**src/rtl/gcn_coo_aggregate_argmax.sv**
```systemverilog
// gcn_coo_aggregate_argmax: walks a COO edge list, accumulates A*FW per node with optional
// self-loops and symmetric edges, then emits a per-node argmax class index.
module gcn_coo_aggregate_argmax #(
    parameter int NUM_NODES   = 6,
    parameter int NUM_CLASSES = 3,
    parameter int NUM_EDGES   = 6,
    parameter int DATA_WIDTH  = 16,
    parameter int ACC_WIDTH   = DATA_WIDTH + 4,
    parameter int NODE_BW     = $clog2(NUM_NODES + 1),
    parameter int CLASS_BW    = $clog2(NUM_CLASSES),
    parameter int COO_BASE    = 1,
    parameter bit SYMMETRIC   = 1'b0
) (
    input  logic                              clk,
    input  logic                              reset,
    input  logic                              start,
    input  logic                              self_loop_en,
    output logic [$clog2(NUM_EDGES)-1:0]      coo_address,
    input  logic [2*NODE_BW-1:0]              coo_in,
    output logic [$clog2(NUM_NODES)-1:0]      fw_rd_addr,
    input  logic [NUM_CLASSES*DATA_WIDTH-1:0] fw_rd_data,
    output logic                              busy,
    output logic                              done,
    output logic                              err_flag,
    output logic [NUM_NODES*CLASS_BW-1:0]     max_addr
);
    localparam int EW = $clog2(NUM_EDGES);
    localparam int AW = $clog2(NUM_NODES);

    typedef enum logic [2:0] {IDLE, CLEAR, EDGE, SELF, ARGMAX, DONE} state_t;

    state_t                        state_q, state_d;
    logic [1:0]                    phase_q, phase_d;
    logic [EW-1:0]                 coo_address_q, coo_address_d;
    logic [NODE_BW-1:0]            node_q, node_d;
    logic [AW-1:0]                 fw_rd_addr_q, fw_rd_addr_d;
    logic [AW-1:0]                 pend_node_q, pend_node_d;
    logic                          pend_q, pend_d;
    logic                          self_q, self_d;
    logic                          err_q, err_d;
    logic [NUM_NODES*CLASS_BW-1:0] max_q, max_d;
    logic [ACC_WIDTH-1:0]          acc_q [NUM_NODES][NUM_CLASSES];
    logic [ACC_WIDTH-1:0]          acc_d [NUM_NODES][NUM_CLASSES];
    logic [NODE_BW-1:0]            src, dst;
    logic                          bad, adv, last_edge, last_node;
    logic [ACC_WIDTH-1:0]          best;
    logic [CLASS_BW-1:0]           best_idx;

    function automatic logic [ACC_WIDTH-1:0] sat_add(input logic [ACC_WIDTH-1:0] a,
                                                     input logic [DATA_WIDTH-1:0] b);
        logic [ACC_WIDTH:0] s;
        s = {1'b0, a} + (ACC_WIDTH + 1)'(b);
        return s[ACC_WIDTH] ? '1 : s[ACC_WIDTH-1:0];
    endfunction

    // Raw indices wrap in NODE_BW bits, so values below COO_BASE land out of range too.
    assign src       = coo_in[2*NODE_BW-1 -: NODE_BW] - NODE_BW'(COO_BASE);
    assign dst       = coo_in[NODE_BW-1:0] - NODE_BW'(COO_BASE);
    assign bad       = (src >= NODE_BW'(NUM_NODES)) || (dst >= NODE_BW'(NUM_NODES));
    assign last_edge = coo_address_q == EW'(NUM_EDGES - 1);
    assign last_node = node_q == NODE_BW'(NUM_NODES - 1);

    always_comb begin
        best     = acc_q[node_q][0];
        best_idx = '0;
        for (int c = 1; c < NUM_CLASSES; c++)
            if (acc_q[node_q][c] > best) begin
                best     = acc_q[node_q][c];
                best_idx = CLASS_BW'(c);
            end
    end

    // A row requested in one cycle is added the cycle after next, via the pend_* stage;
    // ARGMAX spends its first cycle letting the final pending add land.
    always_comb begin
        state_d       = state_q;
        phase_d       = phase_q;
        coo_address_d = coo_address_q;
        node_d        = node_q;
        fw_rd_addr_d  = fw_rd_addr_q;
        pend_d        = 1'b0;
        pend_node_d   = pend_node_q;
        self_d        = self_q;
        err_d         = err_q;
        max_d         = max_q;
        acc_d         = acc_q;
        adv           = 1'b0;
        if (pend_q)
            for (int c = 0; c < NUM_CLASSES; c++)
                acc_d[pend_node_q][c] = sat_add(acc_q[pend_node_q][c],
                                                fw_rd_data[c*DATA_WIDTH +: DATA_WIDTH]);
        case (state_q)
            IDLE: begin
                if (start) begin
                    state_d = CLEAR;
                    self_d  = self_loop_en;
                    err_d   = 1'b0;
                end
            end
            CLEAR: begin
                acc_d         = '{default: '0};
                coo_address_d = '0;
                phase_d       = '0;
                state_d       = EDGE;
            end
            EDGE: begin
                phase_d = phase_q + 2'd1;
                case (phase_q)
                    2'd0: begin
                        fw_rd_addr_d = bad ? fw_rd_addr_q : AW'(src);
                        err_d        = err_q | bad;
                    end
                    2'd1: begin
                        pend_d      = !bad;
                        pend_node_d = AW'(dst);
                        adv         = bad || !SYMMETRIC || (src == dst);
                    end
                    2'd2: fw_rd_addr_d = AW'(dst);
                    default: begin
                        pend_d      = 1'b1;
                        pend_node_d = AW'(src);
                        adv         = 1'b1;
                    end
                endcase
                if (adv) begin
                    phase_d       = '0;
                    node_d        = '0;
                    coo_address_d = coo_address_q + EW'(1);
                    if (last_edge)
                        state_d = self_q ? SELF : ARGMAX;
                end
            end
            SELF: begin
                phase_d = phase_q ^ 2'd1;
                if (phase_q == 2'd0)
                    fw_rd_addr_d = AW'(node_q);
                else begin
                    pend_d      = 1'b1;
                    pend_node_d = AW'(node_q);
                    node_d      = last_node ? '0 : node_q + NODE_BW'(1);
                    state_d     = last_node ? ARGMAX : SELF;
                end
            end
            ARGMAX: begin
                phase_d = 2'd1;
                if (phase_q != 2'd0) begin
                    max_d[node_q*CLASS_BW +: CLASS_BW] = best_idx;
                    node_d  = node_q + NODE_BW'(1);
                    state_d = last_node ? DONE : ARGMAX;
                end
            end
            DONE: state_d = start ? DONE : IDLE;
            default: state_d = IDLE;
        endcase
    end

    always_ff @(posedge clk or posedge reset) begin
        if (reset) begin
            state_q       <= IDLE;
            phase_q       <= '0;
            coo_address_q <= '0;
            node_q        <= '0;
            fw_rd_addr_q  <= '0;
            pend_node_q   <= '0;
            pend_q        <= 1'b0;
            self_q        <= 1'b0;
            err_q         <= 1'b0;
            max_q         <= '0;
            acc_q         <= '{default: '0};
        end else begin
            state_q       <= state_d;
            phase_q       <= phase_d;
            coo_address_q <= coo_address_d;
            node_q        <= node_d;
            fw_rd_addr_q  <= fw_rd_addr_d;
            pend_node_q   <= pend_node_d;
            pend_q        <= pend_d;
            self_q        <= self_d;
            err_q         <= err_d;
            max_q         <= max_d;
            acc_q         <= acc_d;
        end
    end

    assign coo_address = coo_address_q;
    assign fw_rd_addr  = fw_rd_addr_q;
    assign busy        = (state_q != IDLE) && (state_q != DONE);
    assign done        = state_q == DONE;
    assign err_flag    = err_q;
    assign max_addr    = max_q;
endmodule

```
**config.mk**
```make
export PLATFORM = sky130hd
export DESIGN_NAME = gcn_coo_aggregate_argmax
export DESIGN_NICKNAME = d
export VERILOG_FILES = /design/src/rtl/gcn_coo_aggregate_argmax.sv
export SDC_FILE = /design/constraint.sdc
export NUM_CORES = 1
export LEC_CHECK = 0
export CORE_MARGIN = 4
export CORE_UTILIZATION = 50
export CTS_CLUSTER_DIAMETER = 120
export DETAILED_ROUTE_END_ITERATION = 12
export PLACE_DENSITY = 0.7
export SYNTH_ARGS = -nofsm -noshare
export SYNTH_HDL_FRONTEND = slang
export SYNTH_SLANG_ARGS = --single-unit
```
**constraint.sdc**
```tcl
create_clock -name clk -period 14.6 [get_ports clk]
set_clock_uncertainty 0.2 [all_clocks]
set_input_delay 2.92 -clock clk [delete_from_list [all_inputs] [get_ports clk]]
set_output_delay 2.92 -clock clk [all_outputs]
set_load 0.05 [all_outputs]
```
# ---- Yosys cells after proc, flatten, opt, wreduce, memory -nomap -nowiden
# Cells that the tools add are included.
dict set report totals {
  reg_bits 392
  in_bits 58
  out_inout_bits 21
  elab_cells 155
}
dict set report op_classes {
  add_sub_neg 9
  n_lt_le_gt_ge 7
  n_eq_ne 20
  n_shift 2
  n_mux 58
  bitwise 5
  reduce_logical 25
}
# op n
set op_table {}
lappend op_table {{$bwmux 360} 3}
lappend op_table {{$mux 360} 2}
lappend op_table {{$demux 60 s3} 3}
lappend op_table {{$bmux 60 s3} 2}
lappend op_table {{$mux 60} 5}
lappend op_table {{$mux 20} 5}
lappend op_table {{$add 20x16->21} 3}
lappend op_table {{$mux 3} 16}
lappend op_table {{$gt 20x20->1} 2}
lappend op_table {{$mux 40} 1}
lappend op_table {{$neg 4->34} 1}
lappend op_table {{$shift 2x34->12 const A} 1}
lappend op_table {{$shiftx 2x34->12} 1}
lappend op_table {{$pmux 3 s2} 5}
lappend op_table {{$pmux 3 s6} 1}
lappend op_table {{$ne 2x2->1 const B} 8}
lappend op_table {{$bwmux 12} 1}
lappend op_table {{$eq 3x3->1 const B} 4}
lappend op_table {{$reduce_bool 2->1} 5}
lappend op_table {{$pmux 3 s3} 1}
lappend op_table {{$reduce_bool 3->1} 3}
lappend op_table {{$ge 4x4->1 const B} 2}
lappend op_table {{$not 3->4} 2}
lappend op_table {{$pmux 2 s4} 1}
lappend op_table {{27 further kinds} 48}

# ---- Depth between registers and ports, before layout
dict set report logic_depth {
  depth_word 11
  ltp_mapped 27
  mapped_depth_nobuf 24
}

# ---- Least setup slack after synthesis
# Ideal clock, no wire load.
dict set report synth_timing {
  path_type {reg-to-reg}
  from {reg node_q[2]}
  to {reg max_q[10], in the netlist max_addr[10]}
  setup_time_ps 96
  arrival_ps 5316
  t_required_ps 14304
  slack_ps 8989
  path_stages_with_launch 24
  n_path_buf 4
  period_less_slack_ps 5611
  cell_sequence {dfrtp_1 clkbuf_1 buf_1 mux4_2 nand2_1 o21ai_0 ha_1 nand4_1 or2_2 or4_1 o21ai_0 clkbuf_1 buf_1 nand2_1 o21ai_0 ha_1 a21o_1 a21o_1 a21oi_1 o21ai_0 a21oi_1 a31o_2 nand2b_1 o31ai_1}
}
dict set report synth_between {
  elab_chain_len 10
  word_cells_on_any_way 13
  classes_between {add/sub (1); order compare (2); shift (2); mux (7); bitwise (1)}
}
# element line_no
set synth_lines {}
lappend synth_lines {{from (decl)} 35} ;# logic [NODE_BW-1:0] node_q, node_d;
lappend synth_lines {{from (signal assigned)} 174} ;# node_q <= node_d;
lappend synth_lines {{$not 3->4} --}
lappend synth_lines {{$bmux 60 s3} --}
lappend synth_lines {{$mux 60 (implied by the code) (2 in a row)} 67} ;# if (acc_q[node_q][c] > best) begin
lappend synth_lines {{$gt 20x20->1} 67}
lappend synth_lines {{$mux 20} 67}
lappend synth_lines {{$gt 20x20->1} 67}
lappend synth_lines {{$mux 2} 67}
lappend synth_lines {{$shiftx 2x34->12} 147} ;# max_d[node_q*CLASS_BW +: CLASS_BW] = best_idx;
lappend synth_lines {{$bwmux 12 *} 147}
lappend synth_lines {{to (signal assigned)} 180} ;# max_q <= max_d;
lappend synth_lines {{to (decl)} 41} ;# logic [NUM_NODES*CLASS_BW-1:0] max_q, max_d;
# Mark *: on every way between the ends. The rest lies on a longest branch, timed or not. The select of a mux whose other input is x is not followed.
# A chain may end at the register's enable or synchronous reset.

# ---- Final worst setup path
dict set report layout_timing {
  from {reg node_q[0]}
  to {reg max_q[10], in the netlist max_addr[10]}
}
# Same word-level chain as after synthesis.

==> summary by stage <==
Run status
The flow ran to the end, and the final reports show no timing, DRC or antenna violations.

STA
After layout, the worst path uses between 40 and 50% of the clock period. Once routing completed, OpenROAD measured the worst setup slack at between 7 and 8 ns. The final total negative setup slack is 0 ns. Timing would allow up to about 140 MHz. The total count of max-transition violations in the final report is 0. The number of endpoints with negative hold slack in the final report is 0. The shortest period the worst path allows is roughly 7.1 ns. Setup violations remaining at the end of the flow were counted as 0. Setup repair after global routing left no endpoint under its margin. The worst relative slew slack is 17.5%. At the pin with the least slew margin, the transition time is 1.24 ns.

Setup path
The critical path class is reg -> reg. The worst stage delay on the critical path is roughly 0.83 ns. For this design, the slowest cell found on the critical path is sky130_fd_sc_hd__dfrtp_4. The launch point of the worst reg-to-reg path is node_q[0]$_DFFE_PP0P_. The data required time at the worst endpoint is roughly 15 ns. The critical path goes through buf_4 -> mux4_2 -> nand2_1 -> o21ai_0 -> ha_1 -> a21o_1 -> a21o_1 -> a21oi_1 -> o221a_2 -> nor2_1 -> o21ai_2 -> buf_4 -> o21ai_0 -> ha_1 -> nor2b_1 -> o21a_1 -> o21a_1 -> o21ai_0 -> o211ai_1 -> a21oi_1 -> a31o_2 -> nand2b_1 -> o31ai_1. The dominant cell type by count on the critical path is sky130_fd_sc_hd__o21ai_0. For the worst flop-to-flop path, the logic depth is 23. Data on the critical path arrives at its endpoint at approximately 7.4 ns.

The sort of element at the end of the critical path is a flip-flop. The setup check on the worst reg-to-reg path leaves a slack of around 7.5 ns. In this run the critical register-to-register path is captured at max_addr[10]$_DFFE_PP0P_. The launching element type of the critical path is a flip-flop.

Together, buffers and inverters on the worst path number 2. Of all nets on the critical path, the largest fanout is between 40 and 50. The cell type group with the largest total delay on the critical path is compound AO/OA/AOI/OAI gates.

Pwr
In this run, flip-flops and latches consume approximately 28% of the power. IR analysis of the VDD net gives a maximum drop of roughly 180 uV. The ratio of total power to cell area is roughly 250 nW/um^2.

Internal power comes to approximately 0.0033 W. The share of total power dissipated in the clock network is between 15 and 20%. The static leakage is between 10 and 15 nW. The power dissipated by switching net loads is approximately 0.0030 W.

Combinational logic burns ~54% of the power. The switching portion of total power is roughly 48%.

Clock tree
The CTS clock-pin slew for the worst setup and hold paths is approximately 0.060 ns. In this run, post-CTS repair resized a total of 0 instances. Clock tree synthesis inserted a total of between 40 and 50 buffers. The root cell of the clock tree is sky130_fd_sc_hd__clkbuf_16. The count of hold-fix buffers inserted at cts is 0. The source-to-sink clock delay at the later pin of the worst-skew pair is between 0.5 and 0.6 ns. In this run the post-CTS setup repair buffer count came out at 0. In this run the deepest clock path goes through 3 buffers. The H-tree depth is 2. The clock sink count is 392. TritonCTS built the clock tree.

Drt
In the routed design, unresolved DRC markers number 0. The overall routed net length is between 70 and 80 mm. The routed via count is 20558. The first detailed-routing pass ran for 7 iterations. In the final routed layout, each cell accounts on average for roughly 25 um.

After detailed routing, the number of vias per cell comes to roughly 6.7. The count of nets left with antenna violations once routing finished came out at 0. After the first detailed-routing iteration, the DRC count stood at around 2400.

Place
The final weighted congestion in routability-driven placement is about 0.91. The post-place setup slack is around 7.4 ns. The count of buffers inserted at the top-level ports is 78.

The half-perimeter wire length of the detailed placement result is ~47 mm.

Final layout
The repair_antennas step left the layout with diodes totalling 0. For this run, the post-layout net count is between 2000 and 3000. The area growth from synthesis to layout is 11.4%. The post-route netlist has 9.71% of its cells at a drive strength greater than 1. The fraction of the core area covered by cells at the end of the flow is between 50% and 60%.

Hold path
The worst hold path cell count is 2. The worst hold path terminates at max_addr[5]$_DFFE_PP0P_. The tightest min-delay check is of the reg -> reg type. The start point of the worst min-delay path is max_addr[5]$_DFFE_PP0P_.

Logic synthesis
For this run, the register share of the synthesized area comes to between 40% and 50%. The cell taking the most area after synthesis is sky130_fd_sc_hd__dfrtp_1. The commonest cells after synthesis are 413 x sky130_fd_sc_hd__nand2_1, 392 x sky130_fd_sc_hd__dfrtp_1, 372 x sky130_fd_sc_hd__o21ai_0. Of all flip-flops after synthesis, the portion carrying an async set or reset was 100%. The synthesized flop and latch total is a little under 400. A synthesized cell averages ~9.4 sq um. The dominant cell by count in the synthesized netlist is sky130_fd_sc_hd__nand2_1.

The synthesized design contains 0 enable-type register cells. The number of standard cells after synthesis is approximately 2500. The cell area that synthesis handed to floorplanning was around 23000 sq um. After synthesis, the cell types taking the most area are sky130_fd_sc_hd__dfrtp_1 42%, sky130_fd_sc_hd__o21ai_0 8.0%, sky130_fd_sc_hd__nand2_1 6.7%. The number of nets produced by synthesis is roughly 2600.

Synthesis instantiated between 70 and 80 different standard cells from the library. The share of synthesized area in the top cell type comes to a little over two fifths. The synthesis warning total is 0. For this run, the leading register cell type out of synthesis is sky130_fd_sc_hd__dfrtp_1.

Die
For this design the top-level I/O count stands at between 70 and 80. The floorplan row count is 78. The height of the chip is between 200 and 250 um. The initial utilization of the core area, before any placement, comes to between 50% and 60%.

After floorplanning, the core was sized to cover between 40000 and 50000 sq um. Measured along the x axis, the die boundary spans roughly 220 um. The area enclosed by the die boundary is 49800 sq um.

Flow run
Max-cap violations in this run came to 0.

Global routing
Global routing consumed, over all layers together, between 30% and 40% of the routing resources. The number of antenna violations at the first check in global routing is 0. The via count of the first global-routing pass is between 20000 and 25000. The first global-routing pass estimated around 120 mm of wire. The aggregate global routing overflow is 0. The pin count of the biggest net entering global routing is 113.
-- state kept, by name (all words and copies together) (netlist names) --
name,flops
acc_q,360
coo_address,3
err_flag,1
fw_rd_addr,3
max_addr,12
node_q,3
pend_node_q,3
pend_q,1
phase_q,2
self_q,1
state_q,3
-- layout by cell type, fill, tap and decap left out, types with 40 or more instances in the layout --
| cell type | n |
|---|---|
| sky130_fd_sc_hd__a21oi_1 | 86 |
| sky130_fd_sc_hd__inv_1 | 46 |
| sky130_fd_sc_hd__nand3_1 | 51 |
| sky130_fd_sc_hd__dfrtp_1 | 389 |
| sky130_fd_sc_hd__ha_1 | 100 |
| sky130_fd_sc_hd__clkdlybuf4s50_1 | 78 |
| sky130_fd_sc_hd__o21ai_0 | 371 |
| sky130_fd_sc_hd__nor2_1 | 92 |
| sky130_fd_sc_hd__a22o_1 | 87 |
| sky130_fd_sc_hd__mux4_2 | 63 |
| sky130_fd_sc_hd__a22oi_1 | 144 |
| sky130_fd_sc_hd__mux2i_1 | 77 |
| sky130_fd_sc_hd__buf_4 | 40 |
| sky130_fd_sc_hd__clkbuf_16 | 45 |
| sky130_fd_sc_hd__nand2_1 | 413 |
-- metrics by stage --
stage | power [W] | hold slack (ns) | instance area, sq um | std cells
floorplan | 0.00406 | 0.259 | 23200 | 2457
global placement | 0.00503 | 0.275 | 24400 | 3008
detailed placement | 0.00515 | 0.285 | 24400 | 3008
CTS | 0.00625 | 0.297 | 25800 | 3083
global route | 0.00676 | 0.310 | 25800 | 3083
finish | 0.00634 | 0.289 | 25800 | 3083
-- how the worst max path moves through the flow --
stage	end	slack [ns]	startpoint	depth (start not counted)
final	max_addr[10]$_DFFE_PP0P_	7.49	node_q[0]$_DFFE_PP0P_	23
after global routing	max_addr[10]$_DFFE_PP0P_	7.01	node_q[0]$_DFFE_PP0P_	24
after CTS	max_addr[10]$_DFFE_PP0P_	7.57	node_q[0]$_DFFE_PP0P_	23
after detailed placement	acc_q[135]$_DFFE_PP0P_	7.45	fw_rd_data[32]	13
after global placement	acc_q[135]$_DFFE_PP0P_	7.62	fw_rd_data[32]	13
after floorplan	acc_q[0]$_DFFE_PP0P_	0.58	reset	1
-- layout make-up --
cell class	count	area, sq um
tap	600	751
inverter	49	191
timing repair buffer	118	1080
sequential	392	9820
clock inverter	10	104
multi-input combinational	1849	12600
clock buffer	65	1290
fill	3962	19800
-- logic make-up after synthesis --
family                     Yosys count  synth area share [%]
buffers and inverters              216                  3.79
adders and majority gates          103                  5.66
DFF                                392                  42.4
xor gates and xnor gates            33                  1.25
and+or+nand+nor                    703                  13.5
muxes                              155                  10.2
AOI/OAI and AO/OA                  855                  23.3
-- layer usage --
layer	global-route usage (%)	share of wire [%]	vias to the layer above
met3	8.68	12	226
met2	46.2	45	1190
met4	11.5	3.8	0
li1	-	-	8982
met5	0	0	-
met1	41.2	40	10160
-- power groups by stage --
stage / clock network (W) / registers, W / logic (W)
5_1_grt: 0.00115 / 0.00184 / 0.00377
2_1_floorplan: 0 / 0.00171 / 0.00235
3_5_place_dp: 0 / 0.00180 / 0.00335
3_3_place_gp: 0 / 0.00178 / 0.00325
6_report: 0.00110 / 0.00179 / 0.00345
4_1_cts: 0.00110 / 0.00178 / 0.00336
-- worst reg2reg max path, delay by kind of cell, from the launching register on --
| family | cells | cell delay (ns) |
|---|---|---|
| fa+ha+maj | 2 | 0.69 |
| simple gates | 4 | 0.51 |
| buf+inv | 2 | 1.13 |
| mux | 1 | 0.65 |
| compound gates | 14 | 2.99 |
| flops | 1 | 0.83 |
No activity file was read; power rests on OpenSTA's default activity.
